===== src/rtl/soc_system_benchmark_pio_arbiter_if.sv =====
// Purpose : requester handshake plus Avalon-MM write-master bundle for the benchmark PIO arbiter.
// Latency : n/a (wires only).
// Backpressure: m_waitrequest stalls the master; requesters hold req until ack.
// Signals : req/req_op/req_mask/ack (requester side), m_* (PIO s1 slave side), shadow_out/busy (status).
// Optional: ts_out/ts_valid exist only when MY_PIO_TIMESTAMP_EN is defined.
interface soc_system_benchmark_pio_arbiter_if #(
   parameter int NUM_REQ = 4,
   parameter int DATA_W  = 8
);
   logic [NUM_REQ-1:0]        req;
   logic [2*NUM_REQ-1:0]      req_op;
   logic [DATA_W*NUM_REQ-1:0] req_mask;
   logic [NUM_REQ-1:0]        ack;
   logic [2:0]                m_address;
   logic                      m_chipselect;
   logic                      m_write_n;
   logic [31:0]               m_writedata;
   logic                      m_waitrequest;
   logic [DATA_W-1:0]         shadow_out;
   logic                      busy;
`ifdef MY_PIO_TIMESTAMP_EN
   logic [31:0]               ts_out;
   logic                      ts_valid;

   modport master (
      input  req, req_op, req_mask, m_waitrequest,
      output ack, m_address, m_chipselect, m_write_n, m_writedata, shadow_out, busy,
             ts_out, ts_valid
   );
   modport slave (
      output req, req_op, req_mask, m_waitrequest,
      input  ack, m_address, m_chipselect, m_write_n, m_writedata, shadow_out, busy,
             ts_out, ts_valid
   );
`else
   modport master (
      input  req, req_op, req_mask, m_waitrequest,
      output ack, m_address, m_chipselect, m_write_n, m_writedata, shadow_out, busy
   );
   modport slave (
      output req, req_op, req_mask, m_waitrequest,
      input  ack, m_address, m_chipselect, m_write_n, m_writedata, shadow_out, busy
   );
`endif
endinterface


===== src/rtl/soc_system_benchmark_pio_arbiter.sv =====
// Purpose : round-robin arbiter sharing the benchmark PIO; one data/set/clear write per grant, shadowed output.
// Latency : grant edge -> chipselect next cycle -> ack the cycle after (3 cycles per write at zero wait).
// Backpressure: m_waitrequest holds all master outputs in WRITE; other requests wait for IDLE.
// Ports   : clk, reset_n (async active low), bus (master modport: requester handshake + Avalon write master).
// Option  : define MY_PIO_TIMESTAMP_EN to add a free-running cycle counter captured at grant (ts_out/ts_valid).
module soc_system_benchmark_pio_arbiter #(
   parameter int NUM_REQ = 4,
   parameter int DATA_W  = 8
) (
   input  logic                                      clk,
   input  logic                                      reset_n,
   soc_system_benchmark_pio_arbiter_if.master        bus
);
   localparam int IDX_W = (NUM_REQ > 1) ? $clog2(NUM_REQ) : 1;

   typedef enum logic [1:0] {IDLE = 2'd0, WRITE = 2'd1, ACK = 2'd2} state_t;

   state_t              state_q;
   logic [IDX_W-1:0]    rr_ptr_q;
   logic [IDX_W-1:0]    gnt_q;
   logic [1:0]          op_q;
   logic [DATA_W-1:0]   mask_q;
   logic [DATA_W-1:0]   shadow_q;
   logic [NUM_REQ-1:0]  ack_q;
   logic [2:0]          addr_q;
   logic                cs_q;
   logic                write_n_q;
   logic [31:0]         wdata_q;

   logic [2*NUM_REQ-1:0] req_rot_d;
   logic                 gnt_vld_d;
   logic [IDX_W-1:0]     gnt_d;
   logic [1:0]           gnt_op_d;
   logic [DATA_W-1:0]    gnt_mask_d;

   // Rotate the request vector so bit 0 is the requester at rr_ptr; the lowest
   // set bit is then the winner's offset from rr_ptr.
   assign req_rot_d = {bus.req, bus.req} >> rr_ptr_q;

   always_comb begin
      int ofs;
      gnt_vld_d = 1'b0;
      ofs       = 0;
      for (int k = NUM_REQ - 1; k >= 0; k--) begin
         if (req_rot_d[k]) begin
            gnt_vld_d = 1'b1;
            ofs       = k;
         end
      end
      ofs = ofs + int'(rr_ptr_q);
      if (ofs >= NUM_REQ) ofs = ofs - NUM_REQ;
      gnt_d = IDX_W'(ofs);
   end

   always_comb begin
      gnt_op_d   = 2'b11;
      gnt_mask_d = '0;
      for (int i = 0; i < NUM_REQ; i++) begin
         if (gnt_d == IDX_W'(i)) begin
            gnt_op_d   = bus.req_op[2*i +: 2];
            gnt_mask_d = bus.req_mask[DATA_W*i +: DATA_W];
         end
      end
   end

   function automatic logic [2:0] op_addr(input logic [1:0] op);
      case (op)
         2'b01:   return 3'd4;
         2'b10:   return 3'd5;
         default: return 3'd0;
      endcase
   endfunction

`ifdef MY_PIO_TIMESTAMP_EN
   logic [31:0] ts_cnt_q;
   logic [31:0] ts_out_q;
   logic        ts_valid_q;

   always_ff @(posedge clk or negedge reset_n) begin
      if (!reset_n) ts_cnt_q <= '0;
      else          ts_cnt_q <= ts_cnt_q + 32'd1;
   end
`endif

   always_ff @(posedge clk or negedge reset_n) begin
      if (!reset_n) begin
         state_q   <= IDLE;
         rr_ptr_q  <= '0;
         gnt_q     <= '0;
         op_q      <= '0;
         mask_q    <= '0;
         shadow_q  <= '0;
         ack_q     <= '0;
         addr_q    <= '0;
         cs_q      <= 1'b0;
         write_n_q <= 1'b1;
         wdata_q   <= '0;
`ifdef MY_PIO_TIMESTAMP_EN
         ts_out_q   <= '0;
         ts_valid_q <= 1'b0;
`endif
      end else begin
         case (state_q)
            IDLE: begin
               if (gnt_vld_d) begin
                  gnt_q  <= gnt_d;
                  op_q   <= gnt_op_d;
                  mask_q <= gnt_mask_d;
`ifdef MY_PIO_TIMESTAMP_EN
                  ts_out_q <= ts_cnt_q;
`endif
                  if (gnt_op_d != 2'b11) begin
                     state_q   <= WRITE;
                     cs_q      <= 1'b1;
                     write_n_q <= 1'b0;
                     addr_q    <= op_addr(gnt_op_d);
                     wdata_q   <= 32'(gnt_mask_d);
                  end else begin
                     // No-op: acknowledge without touching the bus.
                     state_q <= ACK;
                     ack_q   <= NUM_REQ'(1) << gnt_d;
`ifdef MY_PIO_TIMESTAMP_EN
                     ts_valid_q <= 1'b1;
`endif
                  end
               end
            end
            WRITE: begin
               // Master outputs simply hold while the slave stalls.
               if (!bus.m_waitrequest) begin
                  state_q   <= ACK;
                  cs_q      <= 1'b0;
                  write_n_q <= 1'b1;
                  ack_q     <= NUM_REQ'(1) << gnt_q;
`ifdef MY_PIO_TIMESTAMP_EN
                  ts_valid_q <= 1'b1;
`endif
                  case (op_q)
                     2'b00:   shadow_q <= mask_q;
                     2'b01:   shadow_q <= shadow_q | mask_q;
                     2'b10:   shadow_q <= shadow_q & ~mask_q;
                     default: shadow_q <= shadow_q;
                  endcase
               end
            end
            ACK: begin
               ack_q    <= '0;
               // Just-served requester becomes lowest priority next round.
               rr_ptr_q <= (int'(gnt_q) == NUM_REQ - 1) ? '0 : gnt_q + IDX_W'(1);
               state_q  <= IDLE;
`ifdef MY_PIO_TIMESTAMP_EN
               ts_valid_q <= 1'b0;
`endif
            end
            default: state_q <= IDLE;
         endcase
      end
   end

   assign bus.ack          = ack_q;
   assign bus.m_address    = addr_q;
   assign bus.m_chipselect = cs_q;
   assign bus.m_write_n    = write_n_q;
   assign bus.m_writedata  = wdata_q;
   assign bus.shadow_out   = shadow_q;
   assign bus.busy         = (state_q != IDLE);
`ifdef MY_PIO_TIMESTAMP_EN
   assign bus.ts_out       = ts_out_q;
   assign bus.ts_valid     = ts_valid_q;
`endif
endmodule

===== src/flat_wrapper.sv =====
// flat-port wrapper written by rule: the top's interface ports become plain ports
module soc_system_benchmark_pio_arbiter_flat 
#(
   parameter int NUM_REQ = 4,
   parameter int DATA_W  = 8
)
  (clk, reset_n, bus_req, bus_req_op, bus_req_mask, bus_m_waitrequest, bus_ack, bus_m_address, bus_m_chipselect, bus_m_write_n, bus_m_writedata, bus_shadow_out, bus_busy);
  soc_system_benchmark_pio_arbiter_if #(.NUM_REQ(NUM_REQ), .DATA_W(DATA_W)) bus_i ();
  input  logic clk;
  input  logic reset_n;
  input wire logic [$bits(bus_i.req)-1:0] bus_req;
  input wire logic [$bits(bus_i.req_op)-1:0] bus_req_op;
  input wire logic [$bits(bus_i.req_mask)-1:0] bus_req_mask;
  input wire logic [$bits(bus_i.m_waitrequest)-1:0] bus_m_waitrequest;
  output wire logic [$bits(bus_i.ack)-1:0] bus_ack;
  output wire logic [$bits(bus_i.m_address)-1:0] bus_m_address;
  output wire logic [$bits(bus_i.m_chipselect)-1:0] bus_m_chipselect;
  output wire logic [$bits(bus_i.m_write_n)-1:0] bus_m_write_n;
  output wire logic [$bits(bus_i.m_writedata)-1:0] bus_m_writedata;
  output wire logic [$bits(bus_i.shadow_out)-1:0] bus_shadow_out;
  output wire logic [$bits(bus_i.busy)-1:0] bus_busy;
  assign bus_i.req = bus_req;
  assign bus_i.req_op = bus_req_op;
  assign bus_i.req_mask = bus_req_mask;
  assign bus_i.m_waitrequest = bus_m_waitrequest;
  assign bus_ack = bus_i.ack;
  assign bus_m_address = bus_i.m_address;
  assign bus_m_chipselect = bus_i.m_chipselect;
  assign bus_m_write_n = bus_i.m_write_n;
  assign bus_m_writedata = bus_i.m_writedata;
  assign bus_shadow_out = bus_i.shadow_out;
  assign bus_busy = bus_i.busy;
  soc_system_benchmark_pio_arbiter #(.NUM_REQ(NUM_REQ), .DATA_W(DATA_W)) u_core (.clk(clk), .reset_n(reset_n), .bus(bus_i));
endmodule

===== config.mk =====
export PLATFORM = sky130hd
export DESIGN_NAME = soc_system_benchmark_pio_arbiter_flat
export DESIGN_NICKNAME = d
export VERILOG_FILES = /design/src/rtl/soc_system_benchmark_pio_arbiter_if.sv /design/src/rtl/soc_system_benchmark_pio_arbiter.sv /design/src/flat_wrapper.sv
export SDC_FILE = /design/constraint.sdc
export NUM_CORES = 1
export LEC_CHECK = 0
export ABC_AREA = 1
export ABC_CLOCK_PERIOD_IN_PS = 3300
export BUFFER_PORTS_ARGS = -buffer_cell sky130_fd_sc_hd__buf_2
export CAP_MARGIN = 20
export CORE_UTILIZATION = 51
export CTS_BUF_LIST = sky130_fd_sc_hd__clkbuf_4 sky130_fd_sc_hd__clkbuf_8
export DETAILED_ROUTE_END_ITERATION = 7
export PLACE_DENSITY = 0.82
export SYNTH_ARGS = -nofsm -noshare
export SYNTH_HDL_FRONTEND = slang
export SYNTH_SLANG_ARGS = --single-unit

===== constraint.sdc =====
create_clock -name clk -period 3.3 [get_ports clk]
set_clock_uncertainty 0.1 [all_clocks]
set_input_delay 0.99 -clock clk [delete_from_list [all_inputs] [get_ports clk]]
set_output_delay 0.99 -clock clk [all_outputs]
set_load 0.005 [all_outputs]

==> impl_metrics.toml <==
[outcome]
status = "finished, final reports clean"

[clocking]
clockBufferDepth = 2
ctsHoldBuffers = 0
cts_buffers = 5
cts_tree = "built"
cts.reportedPaths.clkPinSlew_ns = 0.07
cts_root_buf = "clkbuf_8"
numClockSinks = 40
clkLatencyLatePin_ns = 0.29
htreeDepth = 2

[layout]
num_antenna_cells = 0
multi_input_area_mm2 = 0.00132
drive_above_1_share_pct = 31.3
syn_to_final_growth_pct = 23.0
fill_cells = 427
seqCellArea_mm2 = 0.00100
fin_nets = 475
finalInstanceArea_mm2 = 0.00318

[setup_path]
worstSetupStartpointType = "input pin"
cp.required_ns = 3.35
crit_type = "in2reg"
end_kind = "flop"
arrival_ns = 3.29
path_max_fanout = 5

[sta]
max-slew-margin-rel_pct = 41.3
finalCritPeriodShare_pct = 98.1
timing.setup.tns_ns = 0
fmax_mhz = 309
min_period_ns = 3.24
worst_hold_slack_ns = 0.373
final_max_slew_viol_count = 0
finalHoldViolCount = 0
setup_viol = 0
tightest_slew_ns = 0.880

[synthesis]
yosysSeqAreaShare_pct = 38.8
synthTopCellsByCount = "80 x nand2_1, 39 x dfrtp_1, 28 x inv_1, 28 x nand3_1, 28 x nand4_1"
syn_area_mm2 = 0.00258
yosys.cell_count.top_type = "nand2_1"
async_reset_ff_share_pct = 100
synth_cell_types = 35
synth_top_area_share_pct = 37.8
ys_ff_latch = 40
synth_edf_count = 0
synth_area_leaders = "dfrtp_1 38%, nand2_1 12%, buf_4 7.3%"
synthesis.instances = 335
synth-main-ff-cell = "dfrtp_1"
yosysTopAreaCell = "dfrtp_1"
avgSynthCellArea_um2 = 7.71
ys_warn_count = 0

[floorplan]
start_util_pct = 54.0
design.core.area_mm2 = 0.00479
io_pins = 97
die_height_um = 73.2
rows = 25
dieArea_mm2 = 0.00535
die_w_um = 73.2

[power_and_ir_drop]
power.share.switching_pct = 48.9
p_switching_w = 0.00213
p_int_w = 0.00222
ir_worst_vdd_mv = 0.823
p_per_area_mw_per_mm2 = 1370
seqPwrFrac_pct = 20.8
clkPwrFrac_pct = 9.1
leakage_nw = 1.70
total_power_w = 0.00435
p_comb_share_pct = 70.1

[global_route]
grt_pass1_vias = 2075
track_usage_pct = 22.0
grt_pass1_wl_um = 9100
antenna_found_initial = 0
grt_max_degree = 41
overflow = 0

[placement]
dpl_cell_area_mm2 = 0.00301
io_buffers = 71
dp_hpwl_um = 4230
gp_congestion = 0.835

[drt]
wire_per_inst_um = 11.5
firstDrtPassIters = 4
drcViolationCount = 0
wl_um = 5620
vias = 2457
ant_nets = 0
viasPerCell = 5.02
drtIter0Drc = 112

[job]
maxCapViolations = 0

[hold_path]
hold_class = "reg2reg"
-- path summary, 6_finish.rpt --
check	slack [ns]	start	cells after the start	end
worst max-delay path	0.06	bus_req[1]	18	u_core.bus.ack[3]
worst min-delay path	0.37	u_core.bus.m_write_n	2	u_core.bus.m_write_n
worst max register to register	0.27	u_core.rr_ptr_q[0]	18	u_core.bus.ack[3]
worst min register to register	0.37	u_core.bus.m_write_n	2	u_core.bus.m_write_n
max in group asynchronous	1.84	reset_n	1	u_core.bus.m_address[0]
min in group asynchronous	0.72	reset_n	1	u_core.bus.shadow_out[5]
-- state kept, by name (all words and copies together) (netlist names) --
| register | count |
|---|---|
| u_core.mask_q | 8 |
| u_core.rr_ptr_q | 2 |
| u_core.bus.shadow_out | 8 |
| u_core.bus.ack | 4 |
| u_core.op_q | 2 |
| u_core.bus.m_chipselect | 1 |
| u_core.gnt_q | 2 |
| u_core.bus.m_address | 2 |
| u_core.bus.m_writedata | 8 |
| u_core.bus.m_write_n | 1 |
| u_core.state_q | 2 |
-- critical path, cell delays in order --
cell	delay [ns]
buf_2	0.11
nand2_1	0.08
nand3_1	0.09
nand2_2	0.09
nand3_1	0.06
a21boi_1	0.16
ha_2	0.24
xnor2_4	0.14
nand3_4	0.13
nand2_4	0.09
nand2_1	0.05
or2_0	0.22
and2_4	0.18
ha_4	0.16
nor2_1	0.22
nor2_2	0.08
nand2_1	0.09
o22ai_1	0.09
-- layout make-up --
| type | count | share of cell area, % |
|---|---|---|
| Tap cell | 67 | 2.64 |
| Sequential cell | 40 | 31.5 |
| Timing Repair Buffer | 94 | 16.7 |
| Clock buffer | 6 | 2.40 |
| Inverter | 35 | 4.17 |
| Clock inverter | 2 | 1.10 |
| Multi-Input combinational cell | 245 | 41.4 |
-- per-layer routing --
metal	vias up	share of wire [%]	global-route usage (%)	routed length, um
met3	4	5.0	4.42	279
li1	1229	-	-	-
met5	-	0	0	0
met1	1134	46	29.1	2560
met4	0	0.62	6.32	35
met2	90	49	36.6	2740
-- stage by stage --
stage / utilization [%] / std cells / setup WS (ns)
after floorplan: - / 359 / 0.00162
after detailed placement: 62.8 / 478 / -0.361
after CTS: 65.2 / 486 / 0.00536
after global routing: 66.4 / 489 / -0.0613
final: 66.4 / 489 / 0.0641
after global placement: 62.8 / 478 / -0.117
-- kinds of logic (layout without fill, tap and decap cells) --
group                    after synthesis  after routing  synth area share [%]
AO/OA/AOI/OAI                         39             39                  8.86
buffers and inverters                 74            137                  15.7
adder cells (fa/ha/maj)                7              7                  3.39
AND/OR/NAND/NOR                      173            173                  32.8
XOR/XNOR                               1              1                 0.339
flip-flops                            40             40                  38.8
other                                  1             25                 0.145
-- power by group through the flow --
stage / clock network, W / logic (W) / registers (W)
final: 0.000396 / 0.00305 / 0.000906
after global routing: 0.000425 / 0.00345 / 0.000931
after CTS: 0.000408 / 0.00288 / 0.000898
after detailed placement: 0 / 0.00286 / 0.000905
after global placement: 0 / 0.00275 / 0.000901
after floorplan: 0 / 0.00206 / 0.000889
-- placed cells by master (no fill, tap or decap), types with 5 or more instances in the layout --
cell type / n
buf_4: 22
nor2_2: 5
nand4_1: 28
nand3_1: 28
o21ai_0: 19
ha_1: 5
buf_2: 71
conb_1: 25
clkbuf_8: 5
o211ai_1: 8
nand2_2: 6
nand2_1: 78
nor2_1: 18
inv_1: 28
inv_2: 5
dfrtp_1: 39
-- timing repair --
action                     CTS  global route
setup endpoints to repair    2            15
pin swaps                    0             5
gates resized for setup      1             8
setup buffers                0             3
Note: power is estimated with default switching activity, not from simulation.
